**src/rtl/mm_line_requester_pkg.sv**
```systemverilog
// rtl/mm_line_requester_pkg.sv - shared encodings and address helpers for the main-memory line requester
package mm_req_pkg;

    localparam int LINE_W       = 256;
    localparam int WORD_W       = 32;
    // Line offset is [LINE_OFF_MSB:0]; word select is [LINE_OFF_MSB:WORD_SEL_LSB].
    localparam int LINE_OFF_MSB = 4;
    localparam int WORD_SEL_LSB = 2;

    typedef enum logic [2:0] {
        OP_FILL    = 3'd0,
        OP_WB      = 3'd1,
        OP_WB_FILL = 3'd2,
        OP_BYP_RD  = 3'd3,
        OP_BYP_WR  = 3'd4
    } op_e;

    typedef enum logic [2:0] {
        ST_IDLE,
        ST_WB_ISSUE,
        ST_RD_ISSUE,
        ST_RD_WAIT,
        ST_RESP
    } state_e;

    // Line ops address whole lines; bypass ops address words.
    function automatic logic [31:0] align_addr(input logic [31:0] a, input logic bypass);
        logic [31:0] r;
        r = a;
        if (bypass) begin
            r[WORD_SEL_LSB-1:0] = '0;
        end else begin
            r[LINE_OFF_MSB:0] = '0;
        end
        return r;
    endfunction

    function automatic logic is_bypass(input logic [2:0] op);
        return (op == OP_BYP_RD) || (op == OP_BYP_WR);
    endfunction

    function automatic logic is_read_only(input logic [2:0] op);
        return (op == OP_FILL) || (op == OP_BYP_RD);
    endfunction

endpackage

```
**src/rtl/mm_line_requester_if.sv**
```systemverilog
// rtl/mm_line_requester_if.sv - main-memory line/bypass port bundle
interface mm_line_requester_if;
    import mm_req_pkg::*;

    logic [31:0]       mm_a;
    logic [3:0]        mm_be;
    logic              mm_write;
    logic              mm_read;
    logic [LINE_W-1:0] mm_wd;
    logic              mm_bypass;
    logic [LINE_W-1:0] mm_rd;
    logic              mm_valid;

    modport master (
        output mm_a, mm_be, mm_write, mm_read, mm_wd, mm_bypass,
        input  mm_rd, mm_valid
    );

    modport slave (
        input  mm_a, mm_be, mm_write, mm_read, mm_wd, mm_bypass,
        output mm_rd, mm_valid
    );
endinterface

```
**src/rtl/mm_line_requester_timeout_ctr.sv**
```systemverilog
// rtl/mm_line_requester_timeout_ctr.sv - read-wait cycle counter with expiry flag
module mm_timeout_ctr #(
    parameter int TIMEOUT = 16
) (
    input  logic clk,
    input  logic reset,
    input  logic clear,
    input  logic enable,
    output logic expired
);
    localparam int CW = $clog2(TIMEOUT + 1);

    logic [CW-1:0] count;

    // clear loads 1 so the first wait cycle already counts; saturate at expiry
    always_ff @(posedge clk) begin
        if (!reset) begin
            count <= '0;
        end else if (clear) begin
            count <= CW'(1);
        end else if (enable && !expired) begin
            count <= count + CW'(1);
        end
    end

    assign expired = (count == CW'(TIMEOUT));
endmodule

```
**src/rtl/mm_line_requester.sv**
```systemverilog
// rtl/mm_line_requester.sv - single-outstanding initiator for the main-memory line/bypass port
module mm_line_requester
    import mm_req_pkg::*;
#(
    parameter int IDX_MSB = 14,
    parameter int TIMEOUT = 16
) (
    input  logic              clk,
    input  logic              reset,
    input  logic              req_valid,
    output logic              req_ready,
    input  logic [2:0]        req_op,
    input  logic [31:0]       req_addr,
    input  logic [31:0]       req_wb_addr,
    input  logic [3:0]        req_be,
    input  logic [LINE_W-1:0] req_wd,
    output logic              rsp_valid,
    output logic [LINE_W-1:0] rsp_data,
    output logic              rsp_err,
    mm_line_requester_if.master mm
);

    state_e            state, state_n;
    logic [2:0]        op_q;
    logic [31:0]       addr_q;
    logic [31:0]       wb_addr_q;
    logic [3:0]        be_q;
    logic [LINE_W-1:0] wd_q;
    logic              byp_q;

    logic              load_req;
    logic              rsp_load;
    logic              rsp_err_n;
    logic [LINE_W-1:0] rsp_data_n;
    logic              ctr_clear;
    logic              ctr_en;
    logic              expired;
    logic              req_bad;

    logic [31:0]       a_o;
    logic [3:0]        be_o;
    logic              write_o;
    logic              read_o;
    logic [LINE_W-1:0] wd_o;
    logic              bypass_o;

    // Any used address reaching above IDX_MSB, or an unknown op, is refused before any strobe.
    assign req_bad = (req_op > OP_BYP_WR)
                   || (|req_addr[31:IDX_MSB+1])
                   || ((req_op == OP_WB_FILL) && (|req_wb_addr[31:IDX_MSB+1]));

    mm_timeout_ctr #(
        .TIMEOUT (TIMEOUT)
    ) u_timeout_ctr (
        .clk     (clk),
        .reset   (reset),
        .clear   (ctr_clear),
        .enable  (ctr_en),
        .expired (expired)
    );

    // state register, captured request fields and held response
    always_ff @(posedge clk) begin
        if (!reset) begin
            state     <= ST_IDLE;
            op_q      <= '0;
            addr_q    <= '0;
            wb_addr_q <= '0;
            be_q      <= '0;
            wd_q      <= '0;
            byp_q     <= 1'b0;
            rsp_err   <= 1'b0;
            rsp_data  <= '0;
        end else begin
            state <= state_n;
            if (load_req) begin
                op_q      <= req_op;
                addr_q    <= req_addr;
                wb_addr_q <= req_wb_addr;
                be_q      <= req_be;
                wd_q      <= req_wd;
                byp_q     <= is_bypass(req_op);
            end
            if (rsp_load) begin
                rsp_err  <= rsp_err_n;
                rsp_data <= rsp_data_n;
            end
        end
    end

    // next state, response capture and timeout control
    always_comb begin
        state_n    = state;
        load_req   = 1'b0;
        rsp_load   = 1'b0;
        rsp_err_n  = 1'b0;
        rsp_data_n = '0;
        ctr_clear  = 1'b0;
        ctr_en     = 1'b0;
        case (state)
            ST_IDLE: begin
                if (req_valid) begin
                    load_req = 1'b1;
                    if (req_bad) begin
                        state_n   = ST_RESP;
                        rsp_load  = 1'b1;
                        rsp_err_n = 1'b1;
                    end else if (is_read_only(req_op)) begin
                        state_n = ST_RD_ISSUE;
                    end else begin
                        state_n = ST_WB_ISSUE;
                    end
                end
            end
            ST_WB_ISSUE: begin
                if (op_q == OP_WB_FILL) begin
                    state_n = ST_RD_ISSUE;
                end else begin
                    state_n  = ST_RESP;
                    rsp_load = 1'b1;
                end
            end
            ST_RD_ISSUE: begin
                ctr_clear = 1'b1;
                state_n   = ST_RD_WAIT;
            end
            ST_RD_WAIT: begin
                // data in the final count cycle still counts as success
                if (mm.mm_valid) begin
                    state_n  = ST_RESP;
                    rsp_load = 1'b1;
                    if (byp_q) begin
                        rsp_data_n = {{(LINE_W-WORD_W){1'b0}}, mm.mm_rd[WORD_W-1:0]};
                    end else begin
                        rsp_data_n = mm.mm_rd;
                    end
                end else if (expired) begin
                    state_n   = ST_RESP;
                    rsp_load  = 1'b1;
                    rsp_err_n = 1'b1;
                end else begin
                    ctr_en = 1'b1;
                end
            end
            ST_RESP: begin
                state_n = ST_IDLE;
            end
            default: begin
                state_n = ST_IDLE;
            end
        endcase
    end

    // memory port drive: everything is zero outside the single strobe cycle
    always_comb begin
        a_o      = '0;
        be_o     = '0;
        write_o  = 1'b0;
        read_o   = 1'b0;
        wd_o     = '0;
        bypass_o = 1'b0;
        case (state)
            ST_WB_ISSUE: begin
                write_o  = 1'b1;
                bypass_o = byp_q;
                a_o      = align_addr((op_q == OP_WB_FILL) ? wb_addr_q : addr_q, byp_q);
                if (byp_q) begin
                    be_o = be_q;
                    wd_o = {{(LINE_W-WORD_W){1'b0}}, wd_q[WORD_W-1:0]};
                end else begin
                    wd_o = wd_q;
                end
            end
            ST_RD_ISSUE: begin
                read_o   = 1'b1;
                bypass_o = byp_q;
                a_o      = align_addr(addr_q, byp_q);
            end
            default: begin
            end
        endcase
    end

    assign mm.mm_a      = a_o;
    assign mm.mm_be     = be_o;
    assign mm.mm_write  = write_o;
    assign mm.mm_read   = read_o;
    assign mm.mm_wd     = wd_o;
    assign mm.mm_bypass = bypass_o;

    assign req_ready = (state == ST_IDLE);
    assign rsp_valid = (state == ST_RESP);

endmodule

```
**src/flat_wrapper.sv**
```systemverilog
// flat-port wrapper written by rule: the top's interface ports become plain ports
module mm_line_requester_flat import mm_req_pkg::*;
#(
    parameter int IDX_MSB = 14,
    parameter int TIMEOUT = 16
)
  (clk, reset, req_valid, req_ready, req_op, req_addr, req_wb_addr, req_be, req_wd, rsp_valid, rsp_data, rsp_err, mm_mm_a, mm_mm_be, mm_mm_write, mm_mm_read, mm_mm_wd, mm_mm_bypass, mm_mm_rd, mm_mm_valid);
  mm_line_requester_if mm_i ();
  input  logic clk;
  input  logic reset;
  input  logic req_valid;
  output logic req_ready;
  input  logic [2:0] req_op;
  input  logic [31:0] req_addr;
  input  logic [31:0] req_wb_addr;
  input  logic [3:0] req_be;
  input  logic [LINE_W-1:0] req_wd;
  output logic rsp_valid;
  output logic [LINE_W-1:0] rsp_data;
  output logic rsp_err;
  output wire logic [$bits(mm_i.mm_a)-1:0] mm_mm_a;
  output wire logic [$bits(mm_i.mm_be)-1:0] mm_mm_be;
  output wire logic [$bits(mm_i.mm_write)-1:0] mm_mm_write;
  output wire logic [$bits(mm_i.mm_read)-1:0] mm_mm_read;
  output wire logic [$bits(mm_i.mm_wd)-1:0] mm_mm_wd;
  output wire logic [$bits(mm_i.mm_bypass)-1:0] mm_mm_bypass;
  input wire logic [$bits(mm_i.mm_rd)-1:0] mm_mm_rd;
  input wire logic [$bits(mm_i.mm_valid)-1:0] mm_mm_valid;
  assign mm_mm_a = mm_i.mm_a;
  assign mm_mm_be = mm_i.mm_be;
  assign mm_mm_write = mm_i.mm_write;
  assign mm_mm_read = mm_i.mm_read;
  assign mm_mm_wd = mm_i.mm_wd;
  assign mm_mm_bypass = mm_i.mm_bypass;
  assign mm_i.mm_rd = mm_mm_rd;
  assign mm_i.mm_valid = mm_mm_valid;
  mm_line_requester #(.IDX_MSB(IDX_MSB), .TIMEOUT(TIMEOUT)) u_core (.clk(clk), .reset(reset), .req_valid(req_valid), .req_ready(req_ready), .req_op(req_op), .req_addr(req_addr), .req_wb_addr(req_wb_addr), .req_be(req_be), .req_wd(req_wd), .rsp_valid(rsp_valid), .rsp_data(rsp_data), .rsp_err(rsp_err), .mm(mm_i));
endmodule
```
**config.mk**
```make
export PLATFORM = sky130hd
export DESIGN_NAME = mm_line_requester_flat
export DESIGN_NICKNAME = d
export VERILOG_FILES = /design/src/rtl/mm_line_requester_pkg.sv /design/src/rtl/mm_line_requester_if.sv /design/src/rtl/mm_line_requester_timeout_ctr.sv /design/src/rtl/mm_line_requester.sv /design/src/flat_wrapper.sv
export SDC_FILE = /design/constraint.sdc
export NUM_CORES = 1
export LEC_CHECK = 0
export CORE_AREA = 3 3 442 444
export DETAILED_ROUTE_END_ITERATION = 10
export DIE_AREA = 0 0 445 447
export GPL_TIMING_DRIVEN = 0
export PLACE_DENSITY = 0.35
export SLEW_MARGIN = 10
export SYNTH_ARGS = -nofsm -noshare
export SYNTH_HDL_FRONTEND = slang
export SYNTH_SLANG_ARGS = --single-unit
```
**constraint.sdc**
```tcl
create_clock -name clk -period 1.7 [get_ports clk]
set_input_delay 0.17 -clock clk [delete_from_list [all_inputs] [get_ports clk]]
set_output_delay 0.17 -clock clk [all_outputs]
set_load 0.01 [all_outputs]
```
==> results.cfg, run 1 <==
[cells_and_area]
final_cell_area_mm2 = 0.0468
fin_nets = 4773
layout-area-overhead-vs-synth_pct = 109
drive_gt1_share_pct = 17.0

[routing]
drtAntennaViolNets = 0
via_count = 24400
via_per_inst = 3.60
firstDrtPassIters = 5
totalWireLength_um = 157000
routedWlPerCell_um = 23.2
drc = 0
drt-initial-drc-count = 1120

[placed_design]
dp_hpwl_um = 124000
io_buffers = 1133
place_area_mm2 = 0.0369
gp_congestion = 0.863

[pwr]
comb_power_share_pct = 12.2
power.switching_mw = 9.52
sw_frac_of_total_pct = 25.5
power.density_mw_per_mm2 = 800
internal_power_mw = 27.9
peakVddDrop_v = 0.000640
p_leak_nw = 18.2
p_clk_share_pct = 49.0
p_seq_share_pct = 38.8

[sta]
slew_viol_final = 0
finalHoldViolCount = 0
skew_ns = 0.0219
fmax_mhz = 386
setup_viol = 1079
max_slew_margin_pct = 43.4
period_needed_ns = 2.59
hold_slack_ns = 0.0989
period_share_pct = 152
rsz0062_at_grt = yes
fin_ws_ns = -0.889
finalSetupTns_ns = -404.85
worst_pin_slew_ns = 0.850

[floorplan]
start_util_pct = 11.6
fp.dieArea_mm2 = 0.199
ios = 1141
dieHeight_um = 447
dieWidth_um = 445
core_area_mm2 = 0.192
rows = 161

[setup_path]
path_class = reg -> out
path_max_fanout = 6
r2r_cells = 8
cp-start-kind = flop
cp.arrival_ns = 2.42
crit_path_end_kind = output port
critPathRequiredTime_ns = 1.53

[cts]
cts_root_buf = clkbuf_16
clock_latency_ns = 0.71
h-tree-depth = 3
clk_pin_slew_ns = 0.06
tritoncts = done
numCtsBuffers = 84
clockBufferDepth = 3
clkSinkCount = 589

[global_route]
grt_pass1_vias = 24900
grtUsageTotal_pct = 14.9
grt_pass1_wl_um = 209000
grt_max_degree = 13
antenna_found_initial = 28
overflow = 0

[logic_synthesis]
yosysSeqAreaShare_pct = 52.7
synth_top_area_cell = dfxtp_1
ys_types = 46
synth_edf_count = 0
synth-simple-area-share_pct = 19.5
synthFlopType = dfxtp_1
synthAdderAreaFrac_pct = 0.112
synth.area.mux_share_pct = 0.0448
synth_compound_area_share_pct = 22.8
synth_seq_cells = 589
syn_avg_cell_area_um2 = 9.32
yosysTopAreaCellShare_pct = 52.7
synth_top_family_by_area = compound AO/OA/AOI/OAI gates
synthXorXnorAreaFrac_pct = 0.157
synth_area_mm2 = 0.0224
syn_inst = 2398
async_reset_ff_share_pct = 0
ys_warn_count = 0
synth_area_leaders = dfxtp_1, a22o_1, nand2_1

[run]
drv_cap = 0

[run_status]
status = finished with violations
failed_checks = negative setup slack

[min_path]
hold_path_class = in -> reg
holdPathStages = 3
==> per-stage QoR <==
step | std cells | utilization (%) | setup WS [ns] | total power, mW
finish | 6778 | 24.4 | -0.889 | 37.4
global route | 6775 | 24.4 | -1.04 | 39.0
CTS | 6723 | 23.8 | -1.06 | 38.0
detailed placement | 6059 | 19.2 | -2.38 | 18.0
global placement | 6058 | 19.2 | -2.41 | 18.0
floorplan | 2399 | - | -0.0497 | 15.8
==> critical path, stage by stage, from the launching register on <==
cell      delay (ns)
dfxtp_4         0.35
and2b_2         0.24
nand2b_4        0.10
nor2_4          0.11
buf_12          0.15
buf_12          0.17
buf_6           0.12
clkbuf_8        0.14
and2_4          0.17
buf_2           0.16
==> kinds of logic after synthesis <==
group                      Yosys count
AOI/OAI and AO/OA                  631
xor gates and xnor gates             4
adders and majority gates            2
buffers and inverters              208
DFF                                589
muxes                                1
other                                1
and+or+nand+nor                    962
==> sequential cells by signal, indices dropped and copies added (netlist names) <==
register and flops:
u_core.addr_q 30, u_core.be_q 4, u_core.byp_q 1, u_core.op_q 3, u_core.rsp_data 256, u_core.rsp_err 1
u_core.state 3, u_core.u_timeout_ctr.count 5, u_core.wb_addr_q 30, u_core.wd_q 256
==> synth_stat cells (all sizes together), types with 3 or more instances <==
master	instances
nor3	4
buf	57
a21boi	325
nor3b	4
and3	4
nor2b	4
nand2b	4
a22oi	3
nand2	657
xor2	3
nor2	12
and2	258
a21oi	3
nand4	4
a22o	283
dfxtp	589
nor4	6
o21ai	6
inv	5
clkbuf	146
==> power groups by stage <==
stage	clock network [mW]	registers, mW	logic (mW)
floorplan	0	14.7	1.11
global placement	0	14.8	3.25
detailed placement	0	14.8	3.25
CTS	19.1	14.5	4.37
global route	19.5	14.6	4.97
finish	18.3	14.5	4.57
==> final timing paths <==
| kind | start | to | slack, ns |
|---|---|---|---|
| hold / removal | req_wd[55] | u_core.wd_q[55]$_SDFFE_PN0P_ | 0.1 |
| setup / recovery | u_core.state[2]$_SDFFE_PN0P_ | mm_mm_wd[107] | -0.89 |
| hold reg to reg | u_core.wd_q[15]$_SDFFE_PN0P_ | u_core.wd_q[15]$_SDFFE_PN0P_ | 0.46 |
| setup reg to reg | u_core.state[2]$_SDFFE_PN0P_ | u_core.rsp_data[97]$_SDFFE_PN0P_ | -0.49 |
==> cell type report <==
cell class	instances	area, um2
multi-input cells	1602	9960
clock inverters	30	415
inverters	5	18.8
fillers	21000	145000
well taps	2526	3160
clock buffers	117	2390
diodes	7	17.5
flip-flops and latches	589	11800
plain buffers	200	1880
repair buffers	1702	17100
==> routing by layer <==
layer / share of wire [%] / global-route usage, %
met5: 0.029 / 0
met4: 2.3 / 4.23
met3: 5.3 / 3.24
met2: 53 / 28.1
met1: 39 / 16.8
==> cells in the final DEF, fill, tap and decap left out, types with 9 or more instances in the layout <==
cell / count
clkbuf_16: 119
nand2_1: 655
and2_4: 109
clkdlybuf4s15_2: 49
clkbuf_2: 41
nor2_1: 9
and2_1: 149
clkinv_2: 14
a21boi_0: 325
dlygate4sd3_1: 495
buf_2: 53
dlygate4sd2_1: 35
buf_8: 20
dfxtp_1: 585
buf_6: 134
clkbuf_1: 88
clkdlybuf4s50_1: 840
a22o_1: 282
clkbuf_8: 25
buf_4: 73
buf_12: 20
clkbuf_4: 17
==> timing repair <==
| item | in CTS | in global routing |
|---|---|---|
| setup buffers | 13 | 27 |
| endpoints found under the hold margin | 496 | 1 |
| endpoints found under the setup margin | 1141 | 1141 |
| gates resized for setup | 1244 | 457 |
| hold buffers | 494 | 1 |
| gates cloned | 10 | 23 |
| pin swaps | 59 | 45 |
(Power assumes the default switching activity.)
==> run 2: changes to the inputs <==
--- a/config.mk
+++ b/config.mk
@@ -6,6 +6,7 @@
 export NUM_CORES = 1
 export LEC_CHECK = 0
 export CORE_AREA = 3 3 442 444
+export CTS_CLUSTER_SIZE = 20
 export DETAILED_ROUTE_END_ITERATION = 10
 export DIE_AREA = 0 0 445 447
 export GPL_TIMING_DRIVEN = 0
==> run 2 against run 1 <==
The flow still finishes with violations (negative setup slack). Flip-flop and latch count stayed put. Final cell count stayed put. Maximum frequency is 0.45% lower. Clock power hardly changed. Largest power group unchanged. Largest cell class unchanged. First-iteration DRC count is 1.6% higher. Combinational power hardly changed. Critical path depth stayed put. Non-clock buffer count stayed put. Final area stayed put. Register-to-register slack hardly changed. Hold slack worse by 0.0014 ns.
==> results.cfg, run 2 (synthesized netlist as in run 1, its figures left out) <==
[sta]
finalHoldViolCount = 0
worst_pin_slew_ns = 0.846
period_share_pct = 153
max_slew_margin_pct = 43.6
period_needed_ns = 2.60
finalSetupTns_ns = -405.36
rsz0062_at_grt = yes
fmax_mhz = 384
fin_ws_ns = -0.901
slew_viol_final = 0
skew_ns = 0.0206
setup_viol = 1079

[run_status]
status = finished with violations
failed_checks = negative setup slack

[cts]
tritoncts = done
numCtsBuffers = 84
clock_latency_ns = 0.71
h-tree-depth = 3
clockBufferDepth = 3
clk_pin_slew_ns = 0.06
cts_root_buf = clkbuf_16
clkSinkCount = 589

[routing]
drtAntennaViolNets = 0
via_per_inst = 3.60
totalWireLength_um = 157000
routedWlPerCell_um = 23.2
drt-initial-drc-count = 1138
drc = 0
via_count = 24400
firstDrtPassIters = 5

[setup_path]
reg2reg_slack_ns = -0.49
crit_path_end_kind = output port
crit_family = buffers and inverters
cp-start-kind = flop
cp.arrival_ns = 2.43
crit_cells = 9
r2r_end = u_core.rsp_data[97]$_SDFFE_PN0P_
r2r_cells = 8
path_class = reg -> out
cpPeakStageDelay_ns = 0.35
r2r_start = u_core.state[2]$_SDFFE_PN0P_
path_max_fanout = 6
slowest_stage = dfxtp_4
crit_chain = and2b_2 -> nand2b_4 -> nor2_4 -> buf_12 -> buf_12 -> buf_6 -> clkbuf_8 -> and2_4 -> buf_4
critPathRequiredTime_ns = 1.53
path_buf_inv = 5
crit_top_cell = buf_12

[global_route]
grt_max_degree = 13
use_met1_pct = 16.8
grtUsageTotal_pct = 14.9
grt_pass1_wl_um = 209000
gr-usage-met3_pct = 3.24
grt_pass1_vias = 24900
antenna_found_initial = 28
grt.busiest_layer = met2
overflow = 0
met2_usage_pct = 28.1

[cells_and_area]
fin_nets = 4773
layout_commonest_cell = clkdlybuf4s50_1
final_core_util_pct = 24.4
drive_gt1_share_pct = 17.0
final_cell_area_mm2 = 0.0468
layout-area-overhead-vs-synth_pct = 109
layout_top_registers = u_core.rsp_data: 256 flops, u_core.wd_q: 256 flops
fill_cells = 21000
mostFrequentLayoutCells = clkdlybuf4s50_1, nand2_1, dfxtp_1

[floorplan]
core_area_mm2 = 0.192
dieHeight_um = 447
ios = 1141
rows = 161
fp.dieArea_mm2 = 0.199
start_util_pct = 11.6
dieWidth_um = 445

[placed_design]
place_ws_ns = -2.38
dp_hpwl_um = 124000
io_buffers = 1133
gp_congestion = 0.863
place_area_mm2 = 0.0369

[min_path]
holdPathEnd = u_core.wd_q[55]$_SDFFE_PN0P_
hold_path_class = in -> reg
holdPathStages = 3
hold_start = req_wd[55]

[pwr]
p_leak_nw = 18.2
power.density_mw_per_mm2 = 800
peakVddDrop_v = 0.000638

[run]
drv_cap = 0
## run 2: cell counts in the layout (fill, tap and decap cells not counted)
Identical to the previous run, type by type.
## run 2: tightest hold or removal path, stage by stage
cell and delay (ns):
clkdlybuf4s50_1 0.43, nand2_1 0.07, a21boi_0 0.07
## run 2: worst max-delay path by stage
| stage | slack, ns | to | start |
|---|---|---|---|
| finish | -0.90 | mm_mm_wd[106] | u_core.state[2]$_SDFFE_PN0P_ |
| global route | -1.04 | mm_mm_wd[115] | u_core.state[2]$_SDFFE_PN0P_ |
| CTS | -1.06 | mm_mm_wd[115] | u_core.state[2]$_SDFFE_PN0P_ |
| detailed placement | -2.38 | mm_mm_wd[115] | u_core.state[0]$_SDFFE_PN0P_ |
| global placement | -2.41 | mm_mm_wd[115] | u_core.state[0]$_SDFFE_PN0P_ |
| floorplan | -0.05 | mm_mm_a[2] | u_core.state[0]$_SDFFE_PN0P_ |
## run 2: metal layers
| metal | vias to the layer above | routed length, um |
|---|---|---|
| met5 | - | 45 |
| met4 | 6 | 3650 |
| met3 | 172 | 8260 |
| met2 | 730 | 83900 |
| met1 | 11800 | 61400 |
| li1 | 11700 | - |
## run 2: what timing repair did
item,4_1_cts,5_1_grt
hold buffers,494,1
endpoints found under the hold margin,496,1
gates cloned,10,23
endpoints found under the setup margin,1141,1141
pin swaps,59,45
setup buffers,13,27
gates resized for setup,1244,457
## run 2: through the flow
| stage | hold slack (ns) | total power [mW] | instances |
|---|---|---|---|
| after floorplan | 0.295 | 15.8 | 2399 |
| after global placement | 0.448 | 18.0 | 6058 |
| after detailed placement | 0.452 | 18.0 | 6059 |
| after CTS | 0.000171 | 38.0 | 6723 |
| after global routing | 0.0412 | 39.0 | 6775 |
| final | 0.0975 | 37.4 | 6778 |
## run 2: area by class of cell
class | count | area (um2) | area share, %
clock buffers | 117 | 2390 | 5.11
flip-flops and latches | 589 | 11800 | 25.2
inverters | 5 | 18.8 | 0.0401
diodes | 7 | 17.5 | 0.0375
clock inverters | 30 | 415 | 0.888
multi-input cells | 1602 | 9960 | 21.3
well taps | 2526 | 3160 | 6.76
repair buffers | 1702 | 17100 | 36.6
plain buffers | 200 | 1880 | 4.01
## run 2: power by group
group	total (mW)	switching (mW)	internal (mW)
sequential	14.5	0.229	14.3
clock	18.3	7.42	10.9
combinational	4.57	1.87	2.70
total	37.4	9.53	27.9
==> run 3: changes to the inputs <==
--- a/config.mk
+++ b/config.mk
@@ -5,6 +5,7 @@
 export SDC_FILE = /design/constraint.sdc
 export NUM_CORES = 1
 export LEC_CHECK = 0
+export ABC_CLOCK_PERIOD_IN_PS = 1700
 export CORE_AREA = 3 3 442 444
 export CTS_CLUSTER_SIZE = 20
 export DETAILED_ROUTE_END_ITERATION = 10
==> results of run 3 <==
No change in the layout: final DEF, timing and power equal those of run 2.
